**config.mk**
```make
export PLATFORM = sky130hd
export DESIGN_NAME = mem_port_arbiter
export DESIGN_NICKNAME = d
export VERILOG_FILES = /design/src/rtl/mem_port_arbiter.sv
export SDC_FILE = /design/constraint.sdc
export NUM_CORES = 1
export LEC_CHECK = 0
export CORE_AREA = 5 5 131 133
export CTS_BUF_LIST = sky130_fd_sc_hd__clkbuf_8
export CTS_CLUSTER_DIAMETER = 80
export DETAILED_ROUTE_END_ITERATION = 6
export DIE_AREA = 0 0 136 138
export DONT_BUFFER_PORTS = 1
export MAX_ROUTING_LAYER = met4
export PLACE_DENSITY_LB_ADDON = 0.15
export SLEW_MARGIN = 40
export SYNTH_ARGS = -nofsm -noshare
export SYNTH_HDL_FRONTEND = slang
export SYNTH_SLANG_ARGS = --single-unit
```
**constraint.sdc**
```tcl
create_clock -name clk -period 1.7 [get_ports clk]
set_input_delay 0.17 -clock clk [delete_from_list [all_inputs] [get_ports clk]]
set_output_delay 0.17 -clock clk [all_outputs]
set_load 0.01 [all_outputs]
```
**src/rtl/mem_port_arbiter.sv**
```systemverilog
// Two-port ownership arbiter for the shared memory command/read/write port.
// Port 0 (VGA fetch) and port 1 (CPU LSU) request/grant/done with round-robin and urgent override.
module mem_port_arbiter #(
  parameter int unsigned MAX_HOLD = 1024,
  parameter int unsigned CNT_W    = 11
) (
  input  logic        clk,
  input  logic        rst,

  input  logic        p0_req,
  input  logic        p0_urgent,
  output logic        p0_gnt,
  input  logic        p0_done,
  input  logic        p0_cmd_en,
  input  logic [2:0]  p0_cmd_instr,
  input  logic [5:0]  p0_cmd_bl,
  input  logic [29:0] p0_cmd_byte_addr,
  output logic        p0_cmd_full,
  input  logic        p0_wr_en,
  input  logic [31:0] p0_wr_data,
  input  logic [3:0]  p0_wr_mask,
  input  logic        p0_rd_en,
  output logic        p0_rd_empty,
  output logic [31:0] p0_rd_data,

  input  logic        p1_req,
  output logic        p1_gnt,
  input  logic        p1_done,
  input  logic        p1_cmd_en,
  input  logic [2:0]  p1_cmd_instr,
  input  logic [5:0]  p1_cmd_bl,
  input  logic [29:0] p1_cmd_byte_addr,
  output logic        p1_cmd_full,
  input  logic        p1_wr_en,
  input  logic [31:0] p1_wr_data,
  input  logic [3:0]  p1_wr_mask,
  input  logic        p1_rd_en,
  output logic        p1_rd_empty,
  output logic [31:0] p1_rd_data,

  output logic        mem_cmd_en,
  output logic [2:0]  mem_cmd_instr,
  output logic [5:0]  mem_cmd_bl,
  output logic [29:0] mem_cmd_byte_addr,
  output logic        mem_wr_en,
  output logic [31:0] mem_wr_data,
  output logic [3:0]  mem_wr_mask,
  output logic        mem_rd_en,
  input  logic        mem_cmd_empty,
  input  logic        mem_cmd_full,
  input  logic        mem_rd_empty,
  input  logic [31:0] mem_rd_data,

  output logic        hold_timeout
);

  typedef enum logic [1:0] {IDLE, GNT0, GNT1, DRAIN} state_t;

  localparam logic [CNT_W-1:0] HOLD_MAX  = CNT_W'(MAX_HOLD);
  localparam logic [CNT_W-1:0] HOLD_LAST = CNT_W'(MAX_HOLD - 1);

  state_t           state_q, state_d;
  logic             last_q, last_d;
  logic [CNT_W-1:0] hold_cnt_q, hold_cnt_d;
  logic             own0, own1;

  always_ff @(posedge clk) begin
    if (rst) begin
      state_q    <= IDLE;
      last_q     <= 1'b1;
      hold_cnt_q <= '0;
    end else begin
      state_q    <= state_d;
      last_q     <= last_d;
      hold_cnt_q <= hold_cnt_d;
    end
  end

  always_comb begin
    state_d = state_q;
    last_d  = last_q;
    unique case (state_q)
      IDLE: begin
        if (p0_req && p0_urgent)      state_d = GNT0;
        else if (p0_req && p1_req)    state_d = last_q ? GNT0 : GNT1;
        else if (p0_req)              state_d = GNT0;
        else if (p1_req)              state_d = GNT1;
      end
      GNT0: begin
        if (p0_done) begin
          state_d = DRAIN;
          last_d  = 1'b0;
        end
      end
      GNT1: begin
        if (p1_done) begin
          state_d = DRAIN;
          last_d  = 1'b1;
        end
      end
      DRAIN: begin
        if (mem_cmd_empty && mem_rd_empty) state_d = IDLE;
      end
      default: state_d = IDLE;
    endcase
  end

  // Counter is zeroed while idle so the first grant cycle always sees 0.
  always_comb begin
    hold_cnt_d = hold_cnt_q;
    if (state_q == IDLE)
      hold_cnt_d = '0;
    else if ((own0 || own1) && hold_cnt_q != HOLD_MAX)
      hold_cnt_d = hold_cnt_q + 1'b1;
  end

  assign own0   = (state_q == GNT0);
  assign own1   = (state_q == GNT1);
  assign p0_gnt = own0;
  assign p1_gnt = own1;

  // Enables are masked by rst so nothing reaches memory while reset is held.
  always_comb begin
    mem_cmd_en        = !rst && ((own0 && p0_cmd_en) || (own1 && p1_cmd_en));
    mem_wr_en         = !rst && ((own0 && p0_wr_en)  || (own1 && p1_wr_en));
    mem_rd_en         = !rst && ((own0 && p0_rd_en)  || (own1 && p1_rd_en));
    mem_cmd_instr     = own1 ? p1_cmd_instr     : p0_cmd_instr;
    mem_cmd_bl        = own1 ? p1_cmd_bl        : p0_cmd_bl;
    mem_cmd_byte_addr = own1 ? p1_cmd_byte_addr : p0_cmd_byte_addr;
    mem_wr_data       = own1 ? p1_wr_data       : p0_wr_data;
    mem_wr_mask       = own1 ? p1_wr_mask       : p0_wr_mask;
  end

  assign p0_cmd_full = mem_cmd_full | ~own0;
  assign p1_cmd_full = mem_cmd_full | ~own1;
  assign p0_rd_empty = mem_rd_empty | ~own0;
  assign p1_rd_empty = mem_rd_empty | ~own1;
  assign p0_rd_data  = mem_rd_data;
  assign p1_rd_data  = mem_rd_data;

  assign hold_timeout = !rst && (hold_cnt_q == HOLD_LAST) &&
                        ((own0 && p1_req) || (own1 && p0_req));

  a_one_gnt: assert property (@(posedge clk) !(p0_gnt && p1_gnt));

endmodule

```
==> run_results.csv, run 1 <==
group,metric,value,unit
floorplanning,start_util,0.143,
synth,ys_ff_latch,14,
grt,antenna_found_initial,2,
timing,maxSlewViolCount,0,
critical_path,r2r_cells,5,
timing,hold_violations,0,
routing,drt_iter0_markers,62,
placed_design,gp_congestion,0.724,
critical_path,arrival,1.56,ns
timing,skew,0.00499,ns
synth,ys_types,37,
final_layout,drive_above_1_share,0.612,
placed_design,io_buffers,0,
clock_network,cts_tree,"built",
job,max_cap_violations,0,
final_layout,nNetsFinal,415,
placed_design,dp_cells,407,
floorplanning,num_rows,46,
synth,async_flop_share,0,
grt,grt_overflow,0,
timing,relSlewSlack,0.726,
timing,period_share,1.02,
routing,drc,0,
synth,synth_area,2250,um^2
clock_network,cts_made_buffers,3,
critical_path,endpoint_kind,"primary output",
routing,wirelength,11300,um
critical_path,crit_required,1.53,ns
floorplanning,num_io_pins,347,
critical_path,crit_fanout,13,
clock_network,clockBufferDepth,2,
routing,ant_nets,0,
synth,synth_warnings,0,
power_and_ir_drop,vdd.ir_drop.worst,0.554,mV
outcome,status,"finished, violations left",
hold_path,min_path_type,"in2reg",
synth,yosysSeqAreaShare,0.124,
floorplanning,core-area,15700,um^2
clock_network,cts_sinks,14,
critical_path,critical_path_class,"reg2out",
final_layout,layout.cells.non_filler,428,
timing,fmax,578,MHz
synth,syn_nets,455,
grt,grt_pass1_vias,1783,
outcome,violations,"negative setup slack",
timing,fin_tns_setup,-0.526,ns
clock_network,root_buffer,"clkbuf_8",
routing,routedWlPerCell,26.3,um
timing,period_minus_slack,1.73,ns
critical_path,startpoint_type,"register",
synth,synth_area_per_cell,9.01,um^2
final_layout,syn2layout_area_growth,25.2,%
timing,rsz0062_at_grt,"true",
clock_network,worst_skew_pair.late_latency,0.25,ns
floorplanning,die_y,138,um
clock_network,clk_pin_slew,0.07,ns
synth,synth-edff-count,0,
floorplanning,dieArea,18800,um^2
hold_path,hold-path-cell-count,1,
power_and_ir_drop,power.leakage,0.00108,uW
synth,synth_ff_type,"dfxtp_1",
timing,fin_ws,-0.0303,ns
routing,vias_per_cell,3.97,
routing,dr_total_vias,1701,
clock_network,htree_num_levels,1,
grt,grt_max_degree,17,
timing,tightest_slew,0.410,ns
power_and_ir_drop,powerDensity,1680,nW/um^2
grt,grt_usage,0.105,
routing,first_pass_iters,4,
placed_design,hpwl,9130,um
synth,synth_cells,250,
grt,grt_first_pass_wirelength,13900,um
timing,setup_violations,42,
floorplanning,die_x,136,um
synth_stat cells (all sizes together), types with 2 or more instances:
library cell,instances,share of area
mux2,75,0.37
buf,73,0.23
dfxtp,14,0.12
nor2,13,0.022
inv,9,0.015
ha,7,0.039
a21oi,6,0.013
nand2b,5,0.014
nor3,5,0.011
a22oi,4,0.013
nand4,4,0.017
o21ai,4,0.0089
nand3,3,0.0067
or3,3,0.0083
xnor2,3,0.012
nand2,2,0.0033
nor3b,2,0.0067
nor4,2,0.0083
or2,2,0.0056
xor2,2,0.0078
cell families (layout without fill, tap and decap cells):
| group | after synthesis | in the layout | synth area share |
|---|---|---|---|
| compound gates | 21 | 21 | 0.0733 |
| xor+xnor | 5 | 5 | 0.0194 |
| simple gates | 44 | 44 | 0.115 |
| mux | 76 | 76 | 0.379 |
| flops | 14 | 14 | 0.124 |
| fa+ha+maj | 7 | 7 | 0.0389 |
| buf+inv | 83 | 42 | 0.250 |
| other cells | 0 | 3 | 0 |
flip-flops by register name, indices dropped and copies added (netlist names):
name,flops
hold_cnt_q,11
last_q,1
state_q,2
through the flow:
step	total power (uW)	hold slack (ns)	instance area, um^2	worst slack, ns	util
after CTS	4510	0.0189	2680	-0.0731	0.170
after global placement	3040	0.245	2130	0.102	0.136
after floorplan	2590	0.239	2250	0.0387	-
final	4740	0.0252	2820	-0.0303	0.179
after global routing	5000	0.0286	2820	-0.101	0.179
after detailed placement	3000	0.247	2130	0.0733	0.136
final timing paths:
kind	from	endpoint	slack (ns)
setup reg to reg	state_q[1]$_SDFFE_PP0P_	hold_cnt_q[5]$_SDFFE_PP0P_	0.09
hold reg to reg	hold_cnt_q[7]$_SDFFE_PP0P_	hold_cnt_q[7]$_SDFFE_PP0P_	0.52
setup / recovery	state_q[1]$_SDFFE_PP0P_	mem_cmd_bl[4]	-0.03
hold / removal	rst	last_q$_SDFFE_PP1P_	0.03
layer usage:
metal | track usage | part of all wire
met1 | 0.106 | 0.36
met2 | 0.190 | 0.53
met3 | 0.0377 | 0.11
met4 | 0.0249 | 0.0052
met5 | - | 0
critical path: stages, from the launching register on:
cell and delay [ns]:
dfxtp_2 0.33, buf_6 0.10, ha_4 0.22, buf_6 0.13, buf_16 0.15, mux2_4 0.35
cell type report:
| type | count | area [um^2] |
|---|---|---|
| sequential | 14 | 282 |
| inverter | 9 | 33.8 |
| antenna | 3 | 7.51 |
| timing repair buffer | 29 | 430 |
| fill | 1722 | 12900 |
| tap | 216 | 270 |
| clock buffer | 4 | 55.1 |
| multi-input combinational | 153 | 1740 |
timing repair:
| item | CTS | global route |
|---|---|---|
| gates cloned | 4 | 3 |
| endpoints found under the setup margin | 77 | 84 |
| hold buffers | 1 | 0 |
| buffers inserted | 7 | 0 |
| resized for setup | 78 | 24 |
| endpoints found under the hold margin | 2 | 0 |
| pin swaps | 2 | 3 |
layout by cell type, fill, tap and decap left out, drive strengths merged, types with 2 or more instances in the layout:
cell,synthesis,final
a21oi,6,6
a22oi,4,4
buf,73,25
clkbuf,1,7
dfxtp,14,14
diode,0,3
ha,7,7
inv,9,9
mux2,75,75
nand2,2,2
nand2b,5,5
nand3,3,3
nand4,4,4
nor2,13,13
nor3,5,5
nor3b,2,2
nor4,2,2
o21ai,4,4
or2,2,2
or3,3,3
xnor2,3,3
xor2,2,2
power breakdown:
group / total (uW) / leakage [uW] / switching [uW] / internal [uW]
Sequential: 400 / 0.000114 / 24.3 / 375
Combinational: 3990 / 0.000938 / 1810 / 2190
Clock: 347 / 0.0000288 / 141 / 206
Total: 4740 / 0.00108 / 1970 / 2770
(Power assumes the default switching activity.)
==> run 2, diff against run 1 <==
Clock period 1.7 ns to 1.73 ns, I/O delays scaled along.
==> run 2 against run 1 <==
Net effect: the flow now finishes without violations; largest cell class unchanged; highest routed layer unchanged; critical path depth is the same; clock power down 5%; setup slack improved by 0.035 ns; via count shrank 0.59%; utilization shrank 1.1 points; sequential share of layout area up 0.65 points; combinational power fell by 10%.
==> run_results.csv, run 2 (same netlist as run 1, synthesis figures left out) <==
group,metric,value,unit
outcome,status,"completed",
critical_path,max_stage_delay,0.38,ns
grt,grt_first_pass_wirelength,13800,um
grt,antenna_found_initial,2,
critical_path,critical_path_class,"reg2out",
floorplanning,die_y,138,um
critical_path,startpoint,"state_q[1]$_SDFFE_PP0P_",
grt,grt_pass1_vias,1802,
final_layout,seqCellArea,282,um^2
power_and_ir_drop,power.total,4310,uW
timing,maxSlewViolCount,0,
critical_path,endpoint_kind,"primary output",
hold_path,min_path_type,"in2reg",
critical_path,slowest_stage,"mux2_2",
final_layout,fin_util,0.168,
routing,ant_nets,0,
clock_network,cts_sinks,14,
clock_network,htree_num_levels,1,
timing,skew,0.00321,ns
timing,hold_ws,0.0294,ns
final_layout,top_register,"hold_cnt_q",
clock_network,worst_skew_pair.late_latency,0.25,ns
routing,vias_per_cell,3.99,
grt,grt_max_degree,17,
final_layout,n_fill_cell,1736,
critical_path,rr_startpoint,"state_q[1]$_SDFFE_PP0P_",
power_and_ir_drop,power.leakage,0.000938,uW
placed_design,io_buffers,0,
placed_design,gp_congestion,0.729,
final_layout,final_cell_mix,"mux2_4 (42), mux2_2 (33), nor2_1 (13), dfxtp_1 (13), buf_4 (11)",
floorplanning,dieArea,18800,um^2
floorplanning,num_io_pins,347,
timing,setup_violations,0,
floorplanning,num_rows,46,
final_layout,drive_above_1_share,0.597,
routing,drt_iter0_markers,62,
timing,hold_violations,0,
final_layout,syn2layout_area_growth,17.5,%
critical_path,r2r_end,"state_q[0]$_SDFFE_PP0P_",
critical_path,crit_required,1.56,ns
critical_path,crit_fanout,13,
job,max_cap_violations,0,
timing,period_minus_slack,1.73,ns
routing,wirelength,11100,um
power_and_ir_drop,powerDensity,1630,nW/um^2
final_layout,largestRegisters,"hold_cnt_q (11), state_q (2), last_q (1)",
final_layout,nNetsFinal,412,
final_layout,largest_register_ffs,11,
floorplanning,start_util,0.143,
floorplanning,die_x,136,um
final_layout,layout_commonest_cell,"mux2_4",
timing,tightest_slew,0.452,ns
routing,drc,0,
timing,fmax,580,MHz
critical_path,crit_chain,"buf_6, ha_4, buf_12, buf_16, mux2_2",
grt,grt_usage,0.104,
timing,rsz0062_at_grt,"true",
placed_design,hpwl,9050,um
routing,first_pass_iters,4,
grt,grt_overflow,0,
critical_path,r2r_slack,0.07,ns
clock_network,root_buffer,"clkbuf_8",
clock_network,cts_tree,"built",
hold_path,min-delay-start,"rst",
timing,relSlewSlack,0.698,
clock_network,cts_made_buffers,3,
routing,dr_total_vias,1691,
power_and_ir_drop,vdd.ir_drop.worst,0.464,mV
critical_path,startpoint_type,"register",
hold_path,hold-path-cell-count,1,
final_layout,multi_input_area,1630,um^2
clock_network,clockBufferDepth,2,
hold_path,whs_endpoint,"last_q$_SDFFE_PP1P_",
critical_path,arrival,1.55,ns
floorplanning,core-area,15700,um^2
critical_path,r2r_cells,7,
routing,routedWlPerCell,26.1,um
timing,period_share,0.997,
clock_network,clk_pin_slew,0.06,ns
-- run 2: cell types whose count changed in the layout (fill, tap and decap cells not counted), sizes merged --
cell	before	now
clkbuf	7	6
diode	3	2
buf	25	23
-- run 2: cell type report --
class	instances	area share
Tap cell	216	0.102
Timing Repair Buffer	26	0.141
Sequential cell	14	0.106
Clock buffer	4	0.0208
Multi-Input combinational cell	153	0.615
Antenna cell	2	0.00189
Inverter	9	0.0128
-- run 2: metrics by stage --
stage	TNS, ns	instance area, um^2	cells	worst slack, ns
after floorplan	0	2250	250	0.0657
after global placement	0	2120	406	0.111
after detailed placement	0	2120	406	0.0757
after CTS	-0.342	2420	421	-0.0465
after global routing	-0.717	2650	424	-0.0406
final	0	2650	424	0.00445
-- run 2: what timing repair did --
item / in CTS / in global routing
hold endpoints to repair: 2 / 0
hold buffers: 1 / 0
setup endpoints to repair: 76 / 73
cloned: 4 / 2
buffers inserted: 6 / 0
resized for setup: 23 / 50
pin swaps: 2 / 3
-- run 2: layer usage --
metal / routed length, um / global-route usage
met3: 1210 / 0.0385
met5: 0 / -
met1: 3930 / 0.107
met4: 133 / 0.0233
met2: 5800 / 0.187
-- run 2: worst max-delay path: cells and delay by family, from the launching register on --
kind                     cells  cell delay, ns
multiplexers                 1            0.38
flip-flops                   1            0.33
adder cells (fa/ha/maj)      1            0.16
buffers and inverters        3            0.43
-- run 2: report_power, final --
group	switching, uW	internal [uW]	leakage (uW)
Clock	127	202	0.0000288
Sequential	23.4	369	0.000114
Combinational	1720	1860	0.000795
Total	1870	2430	0.000938
-- run 2: worst max path at each step --
stage / to / slack [ns]
3_3_place_gp: hold_cnt_q[1]$_SDFFE_PP0P_ / 0.11
2_1_floorplan: hold_timeout / 0.07
6_report: mem_cmd_byte_addr[14] / 0.004
5_1_grt: mem_wr_data[12] / -0.04
3_5_place_dp: hold_cnt_q[1]$_SDFFE_PP0P_ / 0.08
4_1_cts: mem_wr_data[22] / -0.05
